$ cat src/rtl/cmac_vector_sequencer.sv
// Control stage in front of the complex multiply-accumulate unit: issues one unit step per
// accepted operand pair and captures one dot product per vector into a single-entry result slot.
module cmac_vector_sequencer #(
  parameter int unsigned LEN_W = 8
) (
  input  logic             CLK,
  input  logic             RST_N,
  input  logic             in_valid,
  output logic             in_ready,
  input  logic [31:0]      in_x,
  input  logic [31:0]      in_y,
  input  logic [31:0]      in_bias,
  input  logic [LEN_W-1:0] in_len_m1,
  output logic [31:0]      mac_x,
  output logic [31:0]      mac_y,
  output logic [31:0]      mac_accum,
  output logic             mac_is_load,
  output logic             mac_enable,
  input  logic [31:0]      mac_result,
  output logic             res_valid,
  input  logic             res_ready,
  output logic [31:0]      res_data,
  output logic             busy
);

  typedef enum logic {StIdle, StRun} state_e;

  state_e           r_state;
  logic [LEN_W-1:0] r_cnt;
  logic [LEN_W-1:0] r_len_m1;
  logic             r_cap_pending;
  logic             r_res_valid;
  logic [31:0]      r_res_data;

  logic             w_is_last;
  logic             w_accept;

  assign w_is_last = ((r_state == StIdle) && (in_len_m1 == '0)) ||
                     ((r_state == StRun) && (r_cnt == r_len_m1));

  // Only the closing term waits: it must find the result slot free when its capture lands.
  assign in_ready = !w_is_last || (!r_cap_pending && (!r_res_valid || res_ready));
  assign w_accept = in_valid && in_ready;

  assign mac_x       = in_x;
  assign mac_y       = in_y;
  assign mac_accum   = in_bias;
  assign mac_enable  = w_accept;
  assign mac_is_load = w_accept && (r_state == StIdle);

  assign res_valid = r_res_valid;
  assign res_data  = r_res_data;
  assign busy      = (r_state == StRun) || r_cap_pending || r_res_valid;

  always_ff @(posedge CLK or negedge RST_N) begin
    if (!RST_N) begin
      r_state       <= StIdle;
      r_cnt         <= '0;
      r_len_m1      <= '0;
      r_cap_pending <= 1'b0;
      r_res_valid   <= 1'b0;
      r_res_data    <= '0;
    end else begin
      r_cap_pending <= w_accept && w_is_last;

      if (w_accept) begin
        case (r_state)
          StIdle: begin
            r_len_m1 <= in_len_m1;
            if (!w_is_last) begin
              r_state <= StRun;
              r_cnt   <= LEN_W'(1);
            end
          end
          StRun: begin
            if (w_is_last) begin
              r_state <= StIdle;
              r_cnt   <= '0;
            end else begin
              r_cnt <= r_cnt + LEN_W'(1);
            end
          end
          default: r_state <= StIdle;
        endcase
      end

      // The unit's output is final one cycle after the last step; a capture beats a pop.
      if (r_cap_pending) begin
        r_res_data  <= mac_result;
        r_res_valid <= 1'b1;
      end else if (r_res_valid && res_ready) begin
        r_res_valid <= 1'b0;
      end
    end
  end

endmodule

$ cat config.mk
export PLATFORM = sky130hd
export DESIGN_NAME = cmac_vector_sequencer
export DESIGN_NICKNAME = d
export VERILOG_FILES = /design/src/rtl/cmac_vector_sequencer.sv
export SDC_FILE = /design/constraint.sdc
export NUM_CORES = 1
export LEC_CHECK = 0
export ABC_AREA = 1
export BUFFER_PORTS_ARGS = -buffer_cell sky130_fd_sc_hd__buf_2
export CORE_AREA = 8 8 99 101
export CTS_CLUSTER_SIZE = 10
export DETAILED_ROUTE_END_ITERATION = 8
export DIE_AREA = 0 0 107 109
export GPL_TIMING_DRIVEN = 0
export HOLD_SLACK_MARGIN = 0.1
export PLACE_DENSITY_LB_ADDON = 0.3
export SYNTH_ARGS = -nofsm -noshare
export SYNTH_HDL_FRONTEND = slang
export SYNTH_SLANG_ARGS = --single-unit
$ cat constraint.sdc
create_clock -name CLK -period 4.23 [get_ports CLK]
set_input_delay 0.423 -clock CLK [delete_from_list [all_inputs] [get_ports CLK]]
set_output_delay 0.423 -clock CLK [all_outputs]
set_load 0.05 [all_outputs]
==> out/summary.md, run 1 <==
The flow ran to the end, and the final reports show no timing, DRC or antenna violations. The die height was 109 um; the clock skew after layout was 0.00779 ns. Entering global routing, the biggest net connects 52 pins. For this run, design rule violations remaining after detail routing come to 0. Data on the critical path is required at its endpoint by 3.81 ns.

TritonCTS built the clock tree. For the number of global-route vias before repair, the log shows 2890. For this run, the number of Yosys warnings is 0. The initial antenna violation count came out at 0. VDD sags by at most 0.000290 V. The library cell contributing the largest single delay on the critical path is sky130_fd_sc_hd__a211oi_4. The iteration-0 DRC count of the detailed router is 105. The startpoint class of the critical path was a flop. CTS saw 51 sinks. In this design, the critical path's most frequently occurring cell is sky130_fd_sc_hd__buf_2.

Measured against the total synthesized area, the mux share comes to 0%. The post-synthesis sequential area ratio was 40.8%; the final cycle utilization of the critical path was 56.9%. The run gives 0 as the number of failing hold endpoints at the final stage.

The library cell with the largest summed area after synthesis is sky130_fd_sc_hd__dfrtp_1. The share of final-layout standard cells stronger than drive strength 1 works out to 50.8%. By area the synthesized netlist is led by sky130_fd_sc_hd__dfrtp_1 (41%), sky130_fd_sc_hd__buf_4 (23%), sky130_fd_sc_hd__nand2_1 (18%). Derived from the worst setup path, the maximum achievable clock frequency is 415 MHz. The critical path runs through a total of 6 cells. The delay of the slowest cell on the worst path is 0.45 ns. The area share of xor/xnor cells in the synthesized design works out to 0.560%. No sink is reached through more buffers than the 2 on the longest clock path.

The worst pin sits at a relative slew slack of 21.5%. After synthesis, the share of flip-flops with an asynchronous set or reset is 100%. Input and output buffers added on the ports amount to 176. In this run the cell area of the synthesized design comes to 3130 um^2.

The cell row count is 34, and the global placer's final weighted congestion is 0.794. The count of max-cap constraint violations is 0, and the total number of H-tree levels is 2. In this run the biggest area consumer among cell types represents 40.8% of the synthesized area.

The compound-gate portion of the synthesized area came out at 4.12%. After clock tree synthesis, the clock-pin slew on the worst setup and hold paths is 0.10 ns. The post-synthesis sequential element count was 51; the highest net fanout along the worst path was 10. Routed wire length on met2: 5.49 mm.

STA classifies the critical path endpoint as a primary output. By startpoint and endpoint, the worst setup path is classified as reg -> out. Routed signal wires occupy layers up through met4.

Subtracting the final worst setup slack from the clock period gives 2.41 ns. The synthesized netlist contains 29 unique library cells. Of the total synthesized cell area, the portion taken by AND, OR, NAND and NOR gates is 26.2%.

The number of detailed-route iterations in the first pass was 5; the count of final setup violators was 0. The total placed cells including tap cells was 685; the sum of overflow across all layers after global routing was 0. The count of nets left with antenna violations once routing finished came out at 0. The logs give 0.31 ns for the later-pin clock latency in the skew report and 2.61 ns for the register-to-register path setup slack. The run gives 0 as the antenna diode count. The tools report the cell at the root of the clock tree as sky130_fd_sc_hd__clkbuf_8. The average vias per placed instance is 4.30. The depth of the worst hold-timing path came out at 3. The area of the core was 8380 um^2; the relative area change from synthesis to final layout was 36.2%. TritonCTS created 5 clock buffers.

The area share of fa/ha/maj cells after synthesis is 0.400%, and the post-synthesis average cell area is 7.80 um^2. The finished layout holds 693 standard cells, fillers aside. The post-cts gate resize count came out at 0. The setup TNS came out at 0 ns. In the final design database the tool counted 725 nets. The post-route worst hold slack is 0.309 ns, and the routed length on met1 is 3.44 mm. The HPWL after detailed placement is 8.25 mm.

The number of cells on the worst reg-to-reg path is 6. For this design, the CTS-stage hold fixing added 0 buffers. The tools report the data arrival time at the worst-slack endpoint as 1.98 ns. For the final max-slew violation count, the log shows 0. The overall track demand over capacity in global routing was 15.2%.

The run gives 2.44 nW as the standby leakage power. By area, the combinational part of the netlist is dominated by buffers and inverters. In this run the worst hold path is classified as in -> reg. The count of vias placed by the detailed router was 2980; the width of the chip was 107 um. In the detailed route, the total length drawn on met3 is 846 um. Most used flip-flop cell after synthesis: sky130_fd_sc_hd__dfrtp_1.

The critical path goes through buf_2 > clkinv_2 > o21ai_2 > a211oi_4 > buf_6 > buf_2. Cells fill 50.8% of the core in the end. Setup repair after global routing left no endpoint under its margin. Counting every instance in the synthesized netlist gives 401.

In the final routed layout, each cell accounts on average for 14.1 um. Once the floorplan was initialized, standard cells occupied 37.3% of the core. The synthesized net count was 542. The total wire length is 9.80 mm, and the number of flops mapped to enable cells by yosys is 0. The die covers 11700 um^2. In this run the power density over the cells is 512 nW/um^2. For the count of pins on the block boundary, the log shows 273. The buffer count from post-CTS setup fixing was 0. Grouping stages by cell kind, the critical path spends the most delay in buffers and inverters. The critical path buffer and inverter count is 4, and the first-pass GRT wire length is 14.5 mm. At the pin with the least slew margin, the transition time is 1.18 ns.
## layout make-up
cell class | count | area (um^2)
sequential | 51 | 1280
clock buffer | 5 | 68.8
inverter | 29 | 115
buffer | 104 | 759
multi-input combinational | 217 | 977
fill | 831 | 4120
timing repair buffer | 176 | 881
clock inverter | 3 | 46.3
tap | 108 | 135
## flip-flops by register name (all words and copies together) (netlist names)
signal / flops
r_cap_pending: 1
r_cnt: 8
res_data: 32
res_valid: 1
r_state: 1
r_len_m1: 8
## cell usage after synthesis (2+ instances only)
cell and number:
sky130_fd_sc_hd__o21ai_0 11, sky130_fd_sc_hd__o21ai_2 2, sky130_fd_sc_hd__a21oi_1 4, sky130_fd_sc_hd__nor3_1 3, sky130_fd_sc_hd__nand2_1 150, sky130_fd_sc_hd__nand4_1 2, sky130_fd_sc_hd__dfrtp_1 51, sky130_fd_sc_hd__nor2_1 14
sky130_fd_sc_hd__buf_4 96, sky130_fd_sc_hd__inv_1 26, sky130_fd_sc_hd__nand3_1 17, sky130_fd_sc_hd__nand3_2 2, sky130_fd_sc_hd__clkbuf_1 6, sky130_fd_sc_hd__nand2_4 2
## placed cells by master, fill, tap and decap left out
cell type                    instances
sky130_fd_sc_hd__clkinvlp_4          1
sky130_fd_sc_hd__clkinv_2            1
sky130_fd_sc_hd__nand2_4             2
sky130_fd_sc_hd__nor4_1              1
sky130_fd_sc_hd__buf_4              96
sky130_fd_sc_hd__clkbuf_1            6
sky130_fd_sc_hd__xor2_1              1
sky130_fd_sc_hd__nand2_2             1
sky130_fd_sc_hd__inv_6               2
sky130_fd_sc_hd__inv_1              26
sky130_fd_sc_hd__nor2_2              1
sky130_fd_sc_hd__bufinv_16           1
sky130_fd_sc_hd__nand2_1           150
sky130_fd_sc_hd__o21ai_2             2
sky130_fd_sc_hd__a21oi_4             1
sky130_fd_sc_hd__nand3_1            17
sky130_fd_sc_hd__nand3_4             1
sky130_fd_sc_hd__a211oi_4            1
sky130_fd_sc_hd__o21ai_0            11
sky130_fd_sc_hd__clkbuf_8            5
sky130_fd_sc_hd__buf_2             177
sky130_fd_sc_hd__nand3_2             2
sky130_fd_sc_hd__ha_1                1
sky130_fd_sc_hd__nor2_1             14
sky130_fd_sc_hd__buf_6               1
sky130_fd_sc_hd__xnor2_1             1
sky130_fd_sc_hd__nand4_1             2
sky130_fd_sc_hd__a21oi_1             4
sky130_fd_sc_hd__nor3_1              3
sky130_fd_sc_hd__dfrtp_1            51
sky130_fd_sc_hd__nor2_4              1
sky130_fd_sc_hd__inv_2               1
## through the flow
| stage | worst slack, ns | power, mW | cell area (um^2) |
|---|---|---|---|
| final | 1.82 | 2.18 | 4260 |
| after global routing | 1.68 | 2.30 | 4260 |
| after CTS | 1.77 | 2.21 | 4260 |
| after detailed placement | 2.12 | 1.86 | 4140 |
| after global placement | 2.14 | 1.84 | 4140 |
| after floorplan | 2.38 | 1.58 | 3130 |
## worst min-delay path, delay by kind of cell
kind	cells	cell delay (ns)
simple gates	2	0.09
buf+inv	1	0.07
## worst paths after layout
kind	start	endpoint
hold / removal	mac_result[26]	res_data[26]
hold reg to reg	res_data[19]	res_data[19]
setup reg to reg	r_cap_pending	r_len_m1[4]
min in group asynchronous	RST_N	res_data[9]
setup / recovery	r_cap_pending	mac_is_load
max in group asynchronous	RST_N	r_cnt[6]
## logic make-up (layout without fill, tap and decap cells)
group	after synthesis	after routing
buf+inv	133	317
xor+xnor	2	2
simple gates	195	195
fa+ha+maj	1	1
compound gates	19	19
flops	51	51
## power breakdown
| group | internal (mW) | switching, mW | total, mW | leakage (nW) |
|---|---|---|---|---|
| combinational | 0.273 | 0.849 | 1.12 | 1.81 |
| clock | 0.178 | 0.171 | 0.349 | 0.0548 |
| sequential | 0.628 | 0.0815 | 0.710 | 0.571 |
| total | 1.08 | 1.10 | 2.18 | 2.44 |
## routing by layer
layer | track usage [%] | vias to the layer above
li1 | - | 1492
met1 | 15.5 | 1349
met2 | 30.1 | 135
met3 | 4.73 | 4
met4 | 2.41 | 0
met5 | 0 | -
(Power assumes the default switching activity.)
==> run 2: changes to the inputs <==
CORE_AREA = unset   (was 8 8 99 101)
CORE_MARGIN = 8   (was unset)
CORE_UTILIZATION = 38   (was unset)
DIE_AREA = unset   (was 0 0 107 109)
clock period = 2.32 ns   (was 4.23 ns; I/O delays follow)
==> run 2 against run 1 <==
  * Highest routed layer unchanged
  * Critical path depth did not move
  * Global-route usage increased by 1.1 points
  * Largest cell class unchanged
  * Sequential share of layout area rose by 0.22 points
  * Via count increased by 1.3%
==> out/summary.md, run 2 (synthesis results as in run 1) <==
The depth of the worst hold-timing path was 3 (unchanged). The clock skew after layout was 0.00458 ns (-0.00321 ns). The run finished with clean final reports. The first-pass GRT wire length is 15.4 mm (+6.3%).

The slowest stage of the critical path is the sky130_fd_sc_hd__a211oi_4 cell. The delay of the slowest cell on the worst path came out at 0.43 ns (-0.02 ns). The power density over the cells is 914 nW/um^2 (+78%). Compared with the post-synthesis result, the final layout area differs by 35.3%. For the clock buffer count from CTS, the log shows 5 (unchanged). The number of failing hold endpoints at the final stage is 0 (unchanged). In the layout the commonest cells are sky130_fd_sc_hd__buf_2 (177), sky130_fd_sc_hd__nand2_1 (150), sky130_fd_sc_hd__buf_4 (96), sky130_fd_sc_hd__dfrtp_1 (50), sky130_fd_sc_hd__inv_1 (26). Area of the core: 8090 um^2 (-3.4%). Final cell count without fillers: 690 (-0.43%).

In this run the worst hold path is classified as in -> reg. The initial antenna violation count is 0 (unchanged), and the cell row count is 33 (-2.9%). The tools report the iteration-0 DRC count of the detailed router as 79 (-25%). The logs give 24.3% (+2.9 points) for the headroom to the max-slew limit and 0.000463 V (+60%) for the maximum vdd ir drop.

Cell at the root of the clock tree: sky130_fd_sc_hd__clkbuf_8. The number of buffers on the longest clock path was 2 (unchanged). The worst setup path is of the reg -> out kind.

The count of vias placed by the detailed router is 3020 (+1.3%). Highest net fanout along the worst path: 10 (unchanged). Setup repair after global routing left no endpoint under its margin. The run gives 0 ns (unchanged) as the setup TNS. The die height came out at 107 um (-2.1%).

The number of clock sinks is 51 (unchanged). The average vias per placed instance is 4.38 (+1.8%), and the overall track demand over capacity in global routing is 16.3% (+1.1 points). The global placer's final weighted congestion was 0.821 (+3.4%). The worst setup path is launched from a flop. Antenna diode count: 0 (unchanged). The run gives 9.79 mm (-0.15%) as the total wire length. TritonCTS built the clock tree.

The data arrival time at the worst-slack endpoint is 1.97 ns (about the same), and the final critical-path required period is 2.21 ns. The number of global-route vias before repair was 3109 (+7.6%); the effective utilization at floorplan was 38.7% (+1.3 points). The maximum number of pins on one net before global-route repair is 52 (unchanged), and the standby leakage power is 2.43 nW (-0.29%).

The endpoint kind of the worst setup timing path is a primary output. For the sum of overflow across all layers after global routing, the log shows 0 (unchanged). The transition time at the pin with the least slew margin is 1.13 ns (-0.0430 ns), and the share of the core filled with cells in the final layout is 52.3% (+1.5 points).

The library cell used most frequently in the layout, excluding fill and tap cells, is sky130_fd_sc_hd__buf_2. The share of final-layout standard cells stronger than drive strength 1 works out to 50.9% (+0.17 points). The most prevalent standard cell on the critical path was sky130_fd_sc_hd__buf_2. Count of final setup violators: 0 (unchanged). Walking the worst path, the cells encountered are buf_2 > clkinv_2 > o21ai_2 > a211oi_4 > buf_6 > buf_2.

The final cycle utilization of the critical path was 95.1%. The number of remaining DRC errors is 0 (unchanged), and the cell count of the worst reg-to-reg path is 6 (unchanged). The estimated wirelength of the detail-placed design is 8.32 mm (+0.81%). The buffer count from post-CTS setup fixing came out at 0 (unchanged). The register clock-pin slew on the reported worst setup and hold paths was 0.10 ns (about the same); the count of max-cap constraint violations was 0 (unchanged). The post-place setup slack came out at 0.418 ns (-1.70 ns). The maximum clock rate was 453 MHz.

The count of pins on the block boundary came out at 273 (unchanged). The worst endpoint required time is 2.09 ns (-1.72 ns), and the later-pin clock latency in the skew report is 0.31 ns (about the same). Width of the chip: 107 um (-0.25%). The average routed wire per standard cell is 14.2 um (+0.28%).

The number of detailed-route iterations in the first pass was 4 (-1). The number of nets in the layout is 725 (unchanged), and the post-route worst hold slack is 0.117 ns (-0.192 ns). The residual antenna-violating net count after detailed routing was 0 (unchanged).

The total number of H-tree levels was 2 (unchanged). Post-cts hold buffer count: 0 (unchanged). The final max-slew violation count is 0 (unchanged), and the number of flip-flops under the largest register name is 32 (unchanged). The number of port buffers works out to 176 (unchanged). The worst-case setup margin in the final layout was 0.114 ns (-1.71 ns); the total placed cells including tap cells was 682 (-0.44%). The tools report the die area as 11400 um^2 (-2.3%).
## run 2: critical path: cells and delay by family (launching register included)
kind,cells,cell delay (ns)
buffers and inverters,4,0.72
AOI/OAI and AO/OA,2,0.57
DFF,1,0.37
## run 2: cell type report
type / count / area [um^2]
plain buffers: 104 / 759
clock buffers: 5 / 68.8
clock inverters: 3 / 22.5
fillers: 836 / 3860
inverters: 29 / 115
multi-input cells: 217 / 977
flip-flops and latches: 51 / 1280
well taps: 105 / 131
repair buffers: 176 / 881
## run 2: routing by layer
| layer | wire, um | vias to the layer above | track usage (%) |
|---|---|---|---|
| met5 | 0 | - | 0 |
| met4 | 66 | 0 | 3.32 |
| met3 | 812 | 6 | 4.68 |
| met2 | 5480 | 136 | 32.8 |
| met1 | 3430 | 1384 | 15.9 |
| li1 | - | 1494 | - |
## run 2: timing repair
item | 4_1_cts | 5_1_grt
endpoints found under the setup margin | 0 | 1
hold endpoints to repair | 0 | 0
gates resized for setup | 0 | 1
## run 2: power by group
| part | switching [mW] | internal (mW) | leakage [nW] |
|---|---|---|---|
| clock network | 0.316 | 0.217 | 0.0485 |
| registers | 0.152 | 1.15 | 0.571 |
| logic | 1.54 | 0.498 | 1.81 |
## run 2: path summary, 6_finish.rpt
path / startpoint / to / slack [ns]
setup / recovery: r_cap_pending / mac_is_load / 0.11
hold / removal: mac_result[12] / res_data[12] / 0.12
setup reg to reg: r_cap_pending / r_len_m1[0] / 0.71
hold reg to reg: res_data[4] / res_data[4] / 0.47
max in group asynchronous: RST_N / r_state / 1.42
min in group asynchronous: RST_N / res_data[1] / 0.14
## run 2: through the flow
step	instance area [um^2]	power, mW
floorplan	3130	2.87
global placement	4140	3.34
detailed placement	4140	3.38
CTS	4230	3.92
global route	4230	4.09
finish	4230	3.87
==> run 3: changes to the inputs <==
CORE_ASPECT_RATIO = 0.75   (was unset)
CORE_UTILIZATION = 41   (was 38)
TNS_END_PERCENT = 1   (was unset)
clock period = 2.6 ns   (was 2.32 ns; I/O delays follow)
==> run 3 against run 2 <==
  * Utilization is 5.4 points higher
  * Hold slack gained 0.036 ns
  * Combinational power down 11%
  * First-iteration DRC count is 65% higher
  * Clock power increased by 6.4%
  * Global-route usage fell by 0.37 points
  * Sequential power shrank 11%
  * Wire length decreased by 6.7%
  * Register-to-register slack improved by 0.30 ns
  * Count of clock-buffer cells in the layout up 1
  * Clock skew increased by 0.010 ns
  * Non-clock buffer count unchanged
  * Largest power group unchanged
==> out/summary.md, run 3 (synthesis results as in run 1) <==
The final max-slew violation count is 0 (unchanged). The classification of the worst setup path is reg -> out. The tools report the clock buffer count from CTS as 5 (unchanged). For the die area, the log shows 10700 um^2 (-6.0%).

Cell family with the largest share of critical-path delay: buffers and inverters. The cell row count was 27 (-18%); the initial antenna violation count was 0 (unchanged). The iteration-0 DRC count of the detailed router was 130 (+65%); the overall track demand over capacity in global routing was 16.0% (-0.37 points). The startpoint class of the critical path was a flop. Share of final-layout standard cells stronger than drive strength 1: 50.8% (-0.17 points).

For the worst endpoint required time, the log shows 2.34 ns (+0.25 ns). The run gives 2 (unchanged) as the number of buffers on the longest clock path. Static timing analysis puts the maximum clock frequency at 447 MHz.

The run gives 686 (-0.58%) as the final cell count without fillers. The tools report the number of filler instances in the final layout as 707 (-15%). The standby leakage power came out at 2.44 nW (+0.55%). Width of the chip: 117 um (+9.5%).

The run gives 0.30 ns (about the same) as the later-pin clock latency in the skew report. Critical path buffer and inverter count: 4 (unchanged). TritonCTS built the clock tree. The count of max-cap constraint violations is 0 (unchanged).

Walking the worst path, the cells encountered are buf_2 > clkinv_2 > o21ai_2 > a211oi_4 > buf_6 > buf_2. Antenna diode count: 0 (unchanged). For the setup TNS, the log shows 0 ns (unchanged). The delay of the slowest cell on the worst path is 0.44 ns (about the same), and the register clock-pin slew on the reported worst setup and hold paths is 0.10 ns (about the same).

The average routed wire per standard cell came out at 13.3 um (-6.2%). The final cycle utilization of the critical path works out to 86.0%. Among all stages on the critical path, the largest delay is contributed by sky130_fd_sc_hd__a211oi_4. The average vias per placed instance was 4.27 (-2.5%); the clock skew after layout was 0.0149 ns (+0.0103 ns).

The total wire length was 9.13 mm (-6.7%); the sum of overflow across all layers after global routing was 0 (unchanged). The depth of the worst hold-timing path is 3 (unchanged), and the total placed cells including tap cells is 678 (-0.59%). Setup repair after global routing left no endpoint under its margin. The post-cts gate resize count came out at 0 (unchanged). Post-cts hold buffer count: 0 (unchanged). The first-pass GRT wire length is 14.0 mm (-8.8%), and the number of port buffers is 176 (unchanged). The estimated wirelength of the detail-placed design is 7.78 mm (-6.4%), and the maximum vdd ir drop is 0.000511 V (+10%). The tools report the headroom to the max-slew limit as 24.6% (+0.25 points).

The startpoint of the lowest-slack register-to-register path was r_cap_pending. Cell count of the worst reg-to-reg path: 6 (unchanged). Number of flip-flops under the largest register name: 32 (unchanged). The count of pins on the block boundary is 273 (unchanged). The run gives 42.5% (+3.8 points) as the effective utilization at floorplan. The endpoint identified for the worst register-to-register timing path is r_len_m1[3].

The startpoint identified for the worst hold timing path is mac_result[12]. The worst setup path is captured at a primary output. The final critical-path required period works out to 2.24 ns. The worst hold path terminates at res_data[12]. The count of vias placed by the detailed router is 2927 (-3.1%), and the residual antenna-violating net count after detailed routing is 0 (unchanged).

By instance count, the cell type seen most on the critical path is sky130_fd_sc_hd__buf_2. Path type of the worst min-delay path: in -> reg. The flow ran to the end, and the final reports show no timing, DRC or antenna violations. The tools report the maximum number of pins on one net before global-route repair as 52 (unchanged). In the layout the commonest cells are sky130_fd_sc_hd__buf_2 (177), sky130_fd_sc_hd__nand2_1 (150), sky130_fd_sc_hd__buf_4 (96), sky130_fd_sc_hd__dfrtp_1 (51), sky130_fd_sc_hd__inv_1 (26). The number of clock sinks was 51 (unchanged); the buffer count from post-CTS setup fixing was 0 (unchanged).

The most common cell after layout, fill and taps aside is sky130_fd_sc_hd__buf_2. The relative area change from synthesis to final layout is 36.0%, and the power density over the cells is 831 nW/um^2 (-9.1%). The data arrival time at the worst-slack endpoint is 1.98 ns (about the same).

For the global placer's final weighted congestion, the log shows 0.833 (+1.5%). The cell at the root of the clock tree is sky130_fd_sc_hd__clkbuf_8. The count of final setup violators is 0 (unchanged), and the number of global-route vias before repair is 2992 (-3.8%). For the number of failing hold endpoints at the final stage, the log shows 0 (unchanged). The number of nets in the layout is 725 (unchanged). Number of remaining DRC errors: 0 (unchanged). The run gives 4 (unchanged) as the number of detailed-route iterations in the first pass. The die height is 91.6 um (-14%), and the area of the core is 7360 um^2 (-9.0%).

The transition time at the pin with the least slew margin is 1.13 ns (-0.00379 ns), and the register-to-register path setup slack is 1.01 ns (+0.30 ns). For the total number of H-tree levels, the log shows 2 (unchanged). The highest net fanout along the worst path came out at 10 (unchanged).
==> run 3: cell count changes in the layout (fill, tap and decap cells not counted) <==
cell	previous run	this run
sky130_fd_sc_hd__bufinv_16	0	1
sky130_fd_sc_hd__clkbuf_8	5	6
sky130_fd_sc_hd__clkinv_4	1	0
sky130_fd_sc_hd__dfrtp_1	50	51
sky130_fd_sc_hd__dfrtp_2	1	0
sky130_fd_sc_hd__inv_6	2	1
==> run 3: how the worst max path moves through the flow <==
stage / end / cells after the start / start
floorplan: mac_is_load / 4 / res_valid
global placement: mac_is_load / 6 / r_cap_pending
detailed placement: mac_is_load / 6 / r_cap_pending
CTS: mac_is_load / 6 / r_cap_pending
global route: mac_is_load / 6 / r_cap_pending
finish: mac_is_load / 6 / r_cap_pending
==> run 3: cell type report <==
| type | count | area (um^2) | share of cell area [%] |
|---|---|---|---|
| sequential | 51 | 1280 | 30.0 |
| multi-input combinational | 217 | 977 | 23.0 |
| timing repair buffer | 176 | 881 | 20.7 |
| buffer | 104 | 759 | 17.9 |
| tap | 101 | 126 | 2.97 |
| inverter | 29 | 115 | 2.71 |
| clock buffer | 6 | 82.6 | 1.94 |
| clock inverter | 2 | 35.0 | 0.824 |
==> run 3: stage by stage <==
stage               worst slack, ns  utilization, %  total power [mW]  hold WS (ns)  area [um^2]
finish                        0.363            57.7              3.53         0.152         4250
floorplan                     0.909               -              2.56       -0.0356         3130
global placement              0.687            56.2              2.97         0.449         4140
global route                  0.240            57.7              3.72         0.138         4250
CTS                           0.334            57.7              3.58         0.142         4250
detailed placement            0.691            56.2              3.00         0.454         4140
==> run 3: power breakdown <==
| group | leakage, nW | internal [mW] | switching [mW] |
|---|---|---|---|
| clock network | 0.0612 | 0.312 | 0.256 |
| logic | 1.81 | 0.444 | 1.37 |
| registers | 0.571 | 1.02 | 0.135 |
| total | 2.44 | 1.78 | 1.76 |
==> run 3: worst register-to-register path: stages, from the launching register on <==
cell                       delay, ns
sky130_fd_sc_hd__dfrtp_1        0.37
sky130_fd_sc_hd__buf_2          0.15
sky130_fd_sc_hd__clkinv_2       0.10
sky130_fd_sc_hd__o21ai_2        0.13
sky130_fd_sc_hd__a211oi_4       0.45
sky130_fd_sc_hd__buf_6          0.20
sky130_fd_sc_hd__o21ai_0        0.08
==> run 3: metal layers <==
layer / up-vias / share of wire [%] / wire length, um / global-route usage, %
met1: 1288 / 37 / 3370 / 17.6
met2: 140 / 53 / 4830 / 30.7
li1: 1494 / - / - / -
met4: 0 / 0.66 / 60 / 3.19
met3: 5 / 9.6 / 872 / 3.14
met5: - / 0 / 0 / 0
